File: config.mk
export PLATFORM = sky130hd
export DESIGN_NAME = mux_channel_scanner
export DESIGN_NICKNAME = d
export VERILOG_FILES = /design/src/rtl/mux_channel_scanner_pkg.sv /design/src/rtl/mux_channel_scanner_next_chan.sv /design/src/rtl/mux_channel_scanner.sv
export SDC_FILE = /design/constraint.sdc
export NUM_CORES = 1
export LEC_CHECK = 0
export ABC_AREA = 1
export CELL_PAD_IN_SITES_DETAIL_PLACEMENT = 1
export CELL_PAD_IN_SITES_GLOBAL_PLACEMENT = 1
export CORE_MARGIN = 3
export CORE_UTILIZATION = 38
export DETAILED_ROUTE_END_ITERATION = 7
export PLACE_DENSITY = 0.76
export SLEW_MARGIN = 0
export SYNTH_ARGS = -nofsm -noshare
export SYNTH_HDL_FRONTEND = slang
export SYNTH_HIERARCHICAL = 1
export SYNTH_SLANG_ARGS = --single-unit
File: constraint.sdc
create_clock -name clk -period 3.2 [get_ports clk]
set_clock_uncertainty 0.15 [all_clocks]
set_input_delay 0.32 -clock clk [delete_from_list [all_inputs] [get_ports clk]]
set_output_delay 0.32 -clock clk [all_outputs]
set_load 0.01 [all_outputs]
File: src/rtl/mux_channel_scanner_pkg.sv
// Shared types and sizing constants for the mux channel scanner.
//   state_t : scanner FSM states
//   NUM_CH  : number of mux inputs scanned
//   CH_W    : width of a channel index
//   CNT_W   : width of the dwell counter
package mux_channel_scanner_pkg;

    localparam int unsigned NUM_CH = 8;
    localparam int unsigned CH_W   = 3;
    localparam int unsigned CNT_W  = 4;

    typedef enum logic [1:0] {
        IDLE   = 2'd0,
        SETTLE = 2'd1,
        HOLD   = 2'd2
    } state_t;

endpackage

File: src/rtl/mux_channel_scanner_next_chan.sv
// mux_next_chan: combinational search for the next enabled channel.
//   mask      : channel enable mask
//   cur       : current channel index
//   from_zero : search from index 0 inclusive (lowest-enabled search)
//   nxt_c     : next enabled index above cur (or lowest when from_zero)
//   none_c    : no enabled index found
module mux_next_chan
    import mux_channel_scanner_pkg::*;
(
    input  logic [NUM_CH-1:0] mask,
    input  logic [CH_W-1:0]   cur,
    input  logic              from_zero,
    output logic [CH_W-1:0]   nxt_c,
    output logic              none_c
);

    // Scan downwards so the last hit is the lowest qualifying index.
    always_comb begin
        nxt_c  = '0;
        none_c = 1'b1;
        for (int i = int'(NUM_CH) - 1; i >= 0; i--) begin
            if (mask[i] && (from_zero || (CH_W'(i) > cur))) begin
                nxt_c  = CH_W'(i);
                none_c = 1'b0;
            end
        end
    end

endmodule

File: src/rtl/mux_channel_scanner.sv
// mux_channel_scanner: steps an external 8:1 mux across the enabled
// channels, holding each for DWELL settle cycles plus one sample cycle,
// and assembles the samples into a frame handed off with valid/ready.
//   clk, rst_n   : clock, synchronous active-low reset
//   start        : request a scan (accepted in IDLE only)
//   chan_en      : channel enable mask, captured with start
//   sel          : mux select driven to the external mux
//   mux_out      : external mux output
//   frame        : sampled bits, one per channel
//   frame_valid  : frame complete, waiting for frame_ready
//   frame_ready  : consumer takes the frame
//   busy         : scan or hand-off in progress
//   overrun      : sticky, a start arrived while busy
module mux_channel_scanner
    import mux_channel_scanner_pkg::*;
#(
    parameter int unsigned DWELL = 2
) (
    input  logic              clk,
    input  logic              rst_n,
    input  logic              start,
    input  logic [NUM_CH-1:0] chan_en,
    output logic [CH_W-1:0]   sel,
    input  logic              mux_out,
    output logic [NUM_CH-1:0] frame,
    output logic              frame_valid,
    input  logic              frame_ready,
    output logic              busy,
    output logic              overrun
);

    state_t            state;
    logic [NUM_CH-1:0] mask_q;
    logic [CH_W-1:0]   ch;
    logic [CNT_W-1:0]  cnt;

    logic [NUM_CH-1:0] search_mask;
    logic [CH_W-1:0]   nxt_c;
    logic              none_c;
    logic              in_idle_c;

    // In IDLE the search looks at the live mask for the first channel;
    // afterwards it walks the latched mask upwards from ch.
    assign in_idle_c   = (state == IDLE);
    assign search_mask = in_idle_c ? chan_en : mask_q;

    mux_next_chan u_next (
        .mask      (search_mask),
        .cur       (ch),
        .from_zero (in_idle_c),
        .nxt_c     (nxt_c),
        .none_c    (none_c)
    );

    // Scanner FSM with registered outputs.
    always_ff @(posedge clk) begin
        if (!rst_n) begin
            state       <= IDLE;
            sel         <= '0;
            frame       <= '0;
            frame_valid <= 1'b0;
            busy        <= 1'b0;
            overrun     <= 1'b0;
            cnt         <= '0;
            mask_q      <= '0;
            ch          <= '0;
        end else begin
            if (start && !in_idle_c) begin
                overrun <= 1'b1;
            end

            case (state)
                IDLE: begin
                    if (start) begin
                        frame  <= '0;
                        busy   <= 1'b1;
                        mask_q <= chan_en;
                        if (chan_en != '0) begin
                            ch    <= nxt_c;
                            sel   <= nxt_c;
                            cnt   <= CNT_W'(DWELL);
                            state <= SETTLE;
                        end else begin
                            frame_valid <= 1'b1;
                            state       <= HOLD;
                        end
                    end
                end

                SETTLE: begin
                    if (cnt != '0) begin
                        cnt <= cnt - CNT_W'(1);
                    end else begin
                        // Sample cycle: capture, then advance or finish.
                        frame[ch] <= mux_out;
                        if (none_c) begin
                            sel         <= '0;
                            frame_valid <= 1'b1;
                            state       <= HOLD;
                        end else begin
                            ch  <= nxt_c;
                            sel <= nxt_c;
                            cnt <= CNT_W'(DWELL);
                        end
                    end
                end

                HOLD: begin
                    if (frame_ready) begin
                        frame_valid <= 1'b0;
                        busy        <= 1'b0;
                        state       <= IDLE;
                    end
                end

                default: begin
                    state <= IDLE;
                end
            endcase
        end
    end

endmodule

---- After elaboration in Yosys (flattened, before gate mapping) ----
Cells that the tools add are included.
operators by class
  add/sub/neg operators ................... 1
  multipliers ............................. 0
  divide/modulo/power cells ............... 0
  magnitude comparators ................... 10
  equality and inequality tests ........... 10
  shifts and indexed selects .............. 0
  mux-type cells .......................... 50
  bitwise operators ....................... 0
  reduce and logical (&&, ||, !) cells .... 33
operators with widths
  kind                  number
  $mux W3               14
  $mux W8               3
  $mux W4               4
  $pmux W8 S2           1
  $mux W1               15
  $gt A3 B3 Y1 const A  4
  $ne A2 B2 Y1 const B  6
  $pmux W3 S2           2
  $reduce_and A4 Y1     3
  $logic_and A1 B1 Y1   10
  $mux W2               5
  $bwmux W8             1
  $logic_or A1 B1 Y1    8
  $pmux W4 S2           1
  $reduce_bool A8 Y1    1
  $gt A1 B3 Y1 const A  2
  $gt A2 B3 Y1 const A  2
  $pmux W2 S3           1
  $reduce_and A3 Y1     2
  $reduce_and A6 Y1     1
  $reduce_and A5 Y1     1
  $lt A3 B4 Y1 const B  1
  $reduce_bool A2 Y1    2
  $reduce_bool A4 Y1    1
  other kinds (13)      13
storage, ports and cells
  register bits ........................... 31
  bits in latches ......................... 0
  memory bits (writable) .................. 0
  memory bits (read-only) ................. 0
  bits of input ports ..................... 13
  output and inout port bits .............. 14
  word-level logic and storage cells ...... 113
  memories kept ........................... 0

---- Depth between registers and ports, before layout ----
  depth after elaboration ................. 14
  depth in mapped cells ................... 17
  gate-level depth less buffers ........... 15

---- Cells and area by module ----
Netlist, hierarchy kept.
modules (own cells, without submodules)
  module               times used  cells each  area an instance (um^2)  seq. area each (um^2)
  mux_channel_scanner  1           216         1549.0                   620.6
  mux_next_chan        1           44          198.9                    0.0

---- Least setup slack after synthesis ----
No wires, ideal clock.
  kind .................................... reg-to-reg
  from .................................... register state[1]
  to ...................................... register frame_valid
  library setup time ...................... 132 ps
  arrival time ............................ 1972 ps
  required time ........................... 2918 ps
  setup slack ............................. 946 ps
  stages on the path, launching flop included .. 16
  buffers on the path ..................... 2
  period minus slack after synthesis ...... 2254 ps
  cell sequence ........................... dfxtp_1 nor2_2 buf_2 buf_2 o21ai_0 a21boi_1 nor3_2 inv_1 nor2_1 inv_1 nand2_2 nand2_1 nor2_2 nand3_1 nand2_1 a21oi_1
between the ends
  word-level cells in the longest chain between the ends .. 13
  elaborated cells on any way between the ends .. 36
  classes of those cells .................. 7 x eq/ne; 10 x mux; 19 x reduce/logical
ends and longest elaborated chain
  item                         RTL line                             source
  from (decl)                  mux_channel_scanner.sv:32            state_t state;
  from (signal assigned)       mux_channel_scanner.sv:58            state <= IDLE;
  from (signal assigned)       mux_channel_scanner.sv:82            state <= SETTLE;
  from (signal assigned)       mux_channel_scanner.sv:85            state <= HOLD;
  $logic_not A2 Y1             mux_channel_scanner.sv:44            assign in_idle_c = (state == IDLE);
  net in_idle_c                mux_channel_scanner.sv:40            logic in_idle_c;
  $mux W8                      mux_channel_scanner.sv:45            assign search_mask = in_idle_c ? chan_en : mask_q;
  net search_mask[7]           mux_channel_scanner.sv:37            logic [NUM_CH-1:0] search_mask;
  $logic_and A1 B1 Y1          mux_channel_scanner_next_chan.sv:22  if (mask[i] && (from_zero || (CH_W'(i) > cur))) begin
  $mux W1 (8 in a row)         mux_channel_scanner_next_chan.sv:22
  net none_c                   mux_channel_scanner.sv:39            logic none_c;
  $ne A2 B2 Y1 (no line)       n/a
  $reduce_and A6 Y1 (no line)  n/a
  to (signal assigned)         mux_channel_scanner.sv:61            frame_valid <= 1'b0;
  to (signal assigned)         mux_channel_scanner.sv:84            frame_valid <= 1'b1;
  to (signal assigned)         mux_channel_scanner.sv:98            frame_valid <= 1'b1;
  to (decl)                    mux_channel_scanner.sv:26            output logic frame_valid,
The timed path passes the listed nets, and every way through them passes these cells.
A chain may end at the register's enable or synchronous reset.

---- Worst setup path in the final report ----
  from .................................... register state[1]
  to ...................................... register frame_valid
between the ends
  word-level cells in the longest chain between the ends .. 13
  elaborated cells on any way between the ends .. 36
  classes of those cells .................. 7 x eq/ne; 10 x mux; 19 x reduce/logical
ends and longest elaborated chain
  item                         RTL line
  $logic_not A2 Y1             mux_channel_scanner.sv:44
  $mux W8                      mux_channel_scanner.sv:45
  net search_mask[7]           mux_channel_scanner.sv:37
  $logic_and A1 B1 Y1          mux_channel_scanner_next_chan.sv:22
  $mux W1 (8 in a row)         mux_channel_scanner_next_chan.sv:22
  net none_c                   mux_channel_scanner.sv:39
  $ne A2 B2 Y1 (no line)       n/a
  $reduce_and A6 Y1 (no line)  n/a
The timed path passes the listed nets, and every way through them passes these cells.

==> summary.md <==
| Metric | Value |
|---|---|
| Num ports | 27 |
| CTS root buffer | clkbuf_8 |
| Worst-margin pin slew | 0.646 ns |
| Vias per cell | 5.07 |
| Post-route worst setup slack | 0.636 ns |
| Total grt overflow | 0 |
| Peak VDD IR | 0.276 mV |
| Detailed placement HPWL | 3250 um |
| CP Capture Type | flip-flop |
| Syn_nets | 275 |
| Mapped cell area | 0.00175 mm2 |
| IO buf count | 26 |
| # Post-CTS Setup Buffers | 0 |
| Drt initial violations | 68 |
| Post-layout min period | 2.56 ns |
| Post-synth EDFFs | 0 |
| Synth cell types | 29 |
| Utilization after layout | 48.2% |
| Most used flip-flop cell after synthesis | dfxtp_1 |
| LEAKAGE | 0.892 nW |
| Vias in the first global route | 1688 |
| H-tree levels | 2 |
| Clock tree buffer depth | 2 |
| DRT Pass-1 Iters | 4 |
| Area delta synth->final | 20.9% |
| Crit Path Class | flip-flop to flip-flop |
| Setup TNS | 0 ns |
| RD Place Congestion | 0.802 |
| Final worst path period share | 80.1% |
| Nets | 301 |
| Setup violators final | 0 |
| Die ar. | 0.00545 mm2 |
| Initial Utilization | 39.9% |
| Layout cells sized above 1 | 10.5% |
| Final Max Tran Viols | 0 |
| DR vias | 1712 |
| TritonCTS clock tree | done |
| Commonest non-fill, non-tap cell in the layout | nand2_1 |
| Mapped Cells | 260 |
| Crit path DAT | 2.56 ns |
| Gr usage total | 17.9% |
| Most frequent cells in the layout | nand2_1, dfxtp_1, a21oi_1 |
| Startpoint Class | flip-flop |
| Diodes inserted | 0 |
| Core area | 0.00438 mm2 |
| Row count | 24 |
| RSZ-0062 raised after global routing | no |
| Pre-CTS setup slack | 0.648 ns |
| Worst EP required | 3.19 ns |
| Routed WL | 4240 um |
| First-pass GRT wire length | 7600 um |
| Average cell area after synthesis | 6.72 um2 |
| Post-DR wirelength/cell | 12.5 um |
| Die Y | 73.8 um |
| Crit-path max FO | 21 |
| Status | complete, no violations |
| Max cap viols | 0 |
| Final hold vios | 0 |
| CTS sink count | 31 |
| Max_slew headroom | 56.9% |
| Synth warn | 6 |
| Pin count of the biggest net entering global routing | 22 |
| Cts bufs inserted | 5 |
| Post-cts resize count | 0 |
| Hold Buf Count CTS | 0 |
| Pwr dens | 560 mW/mm2 |
| Worst hold path class | flip-flop to flip-flop |
| Clk_lat worst skew | 0.29 ns |
| Die X | 73.8 um |
| Asr flop ratio synth | 0% |
| Residual DRC | 0 |
| Clock slew at reported path FFs | 0.06 ns |
| Post-route ant nets | 0 |
| Max frequency | 390 MHz |
| Share of the yosys chip area belonging to registers | 35.5% |
| Antenna violations before repair | 0 |
| Flops & latches, synth | 31 |
## cell type report
cell class                      count  area, um2
Inverter                           33        126
Clock inverter                      1       5.00
Tap cell                           52       65.1
Fill cell                         588       2270
Sequential cell                    31        621
Timing Repair Buffer               28        275
Clock buffer                        6       82.6
Multi-Input combinational cell    187        938
## worst max-delay path: stages (launching register included)
cell and delay, ns:
dfxtp_1 0.36, nor2_2 0.54, o21ai_0 0.22, a21boi_1 0.19
nor3_2 0.23, inv_1 0.06, nor2_1 0.14, inv_1 0.06
nand2_2 0.09, nand2_1 0.07, nor2_2 0.10, nand3_1 0.07
nand2_1 0.07, a21oi_1 0.05
## registers in the layout (all words and copies together), names as in the netlist
register     count
overrun          1
frame            8
frame_valid      1
cnt              4
sel              3
state            2
busy             1
mask_q           8
ch               3
## cells in the mapped netlist (all sizes together), types with 2 or more instances
cell type  count  area share [%]
nand3         16             5.2
nand4          9             3.2
nor3           4             1.4
o31ai          2            0.86
nor2          29             6.5
clkbuf         3            0.64
buf            6             2.9
o21ai         24             7.7
nand2         66              16
inv           33             7.2
a21oi         30             8.6
ha             2             1.4
dfxtp         31              36
## final timing paths
| check | from | slack [ns] | cells after the start | endpoint |
|---|---|---|---|---|
| max | state[1] | 0.64 | 13 | frame_valid |
| max reg2reg | state[1] | 0.64 | 13 | frame_valid |
| min | mask_q[3] | 0.30 | 2 | mask_q[3] |
| min reg2reg | mask_q[3] | 0.30 | 2 | mask_q[3] |
## routing by layer
| metal | global-route usage (%) | up-vias | share of wire [%] |
|---|---|---|---|
| li1 | - | 899 | - |
| met1 | 22.7 | 790 | 48 |
| met2 | 29.5 | 16 | 48 |
| met3 | 3.01 | 7 | 2.4 |
| met4 | 7.85 | 0 | 1.9 |
| met5 | 0 | - | 0 |
## power by group
part / internal, W / switching, W
Combinational: 0.000154 / 0.000253
Clock: 0.000169 / 0.000146
Sequential: 0.000429 / 0.0000343
## logic make-up after synthesis
group	after synthesis	share of synthesized area, %
DFF	31	35.5
xor gates and xnor gates	1	0.501
adders and majority gates	2	1.43
AOI/OAI and AO/OA	58	18.2
buffers and inverters	42	10.8
and+or+nand+nor	126	33.6
## per-stage QoR
step                      std cells  area, um2  hold slack [ns]  total power (W)
after floorplan                 260       1750            0.275         0.000774
after global placement          331       2030            0.292         0.000875
after detailed placement        331       2030            0.298         0.000884
after CTS                       338       2110            0.307          0.00121
after global routing            338       2110            0.329          0.00129
final                           338       2110            0.302          0.00118
Note: power is estimated with default switching activity, not from simulation.
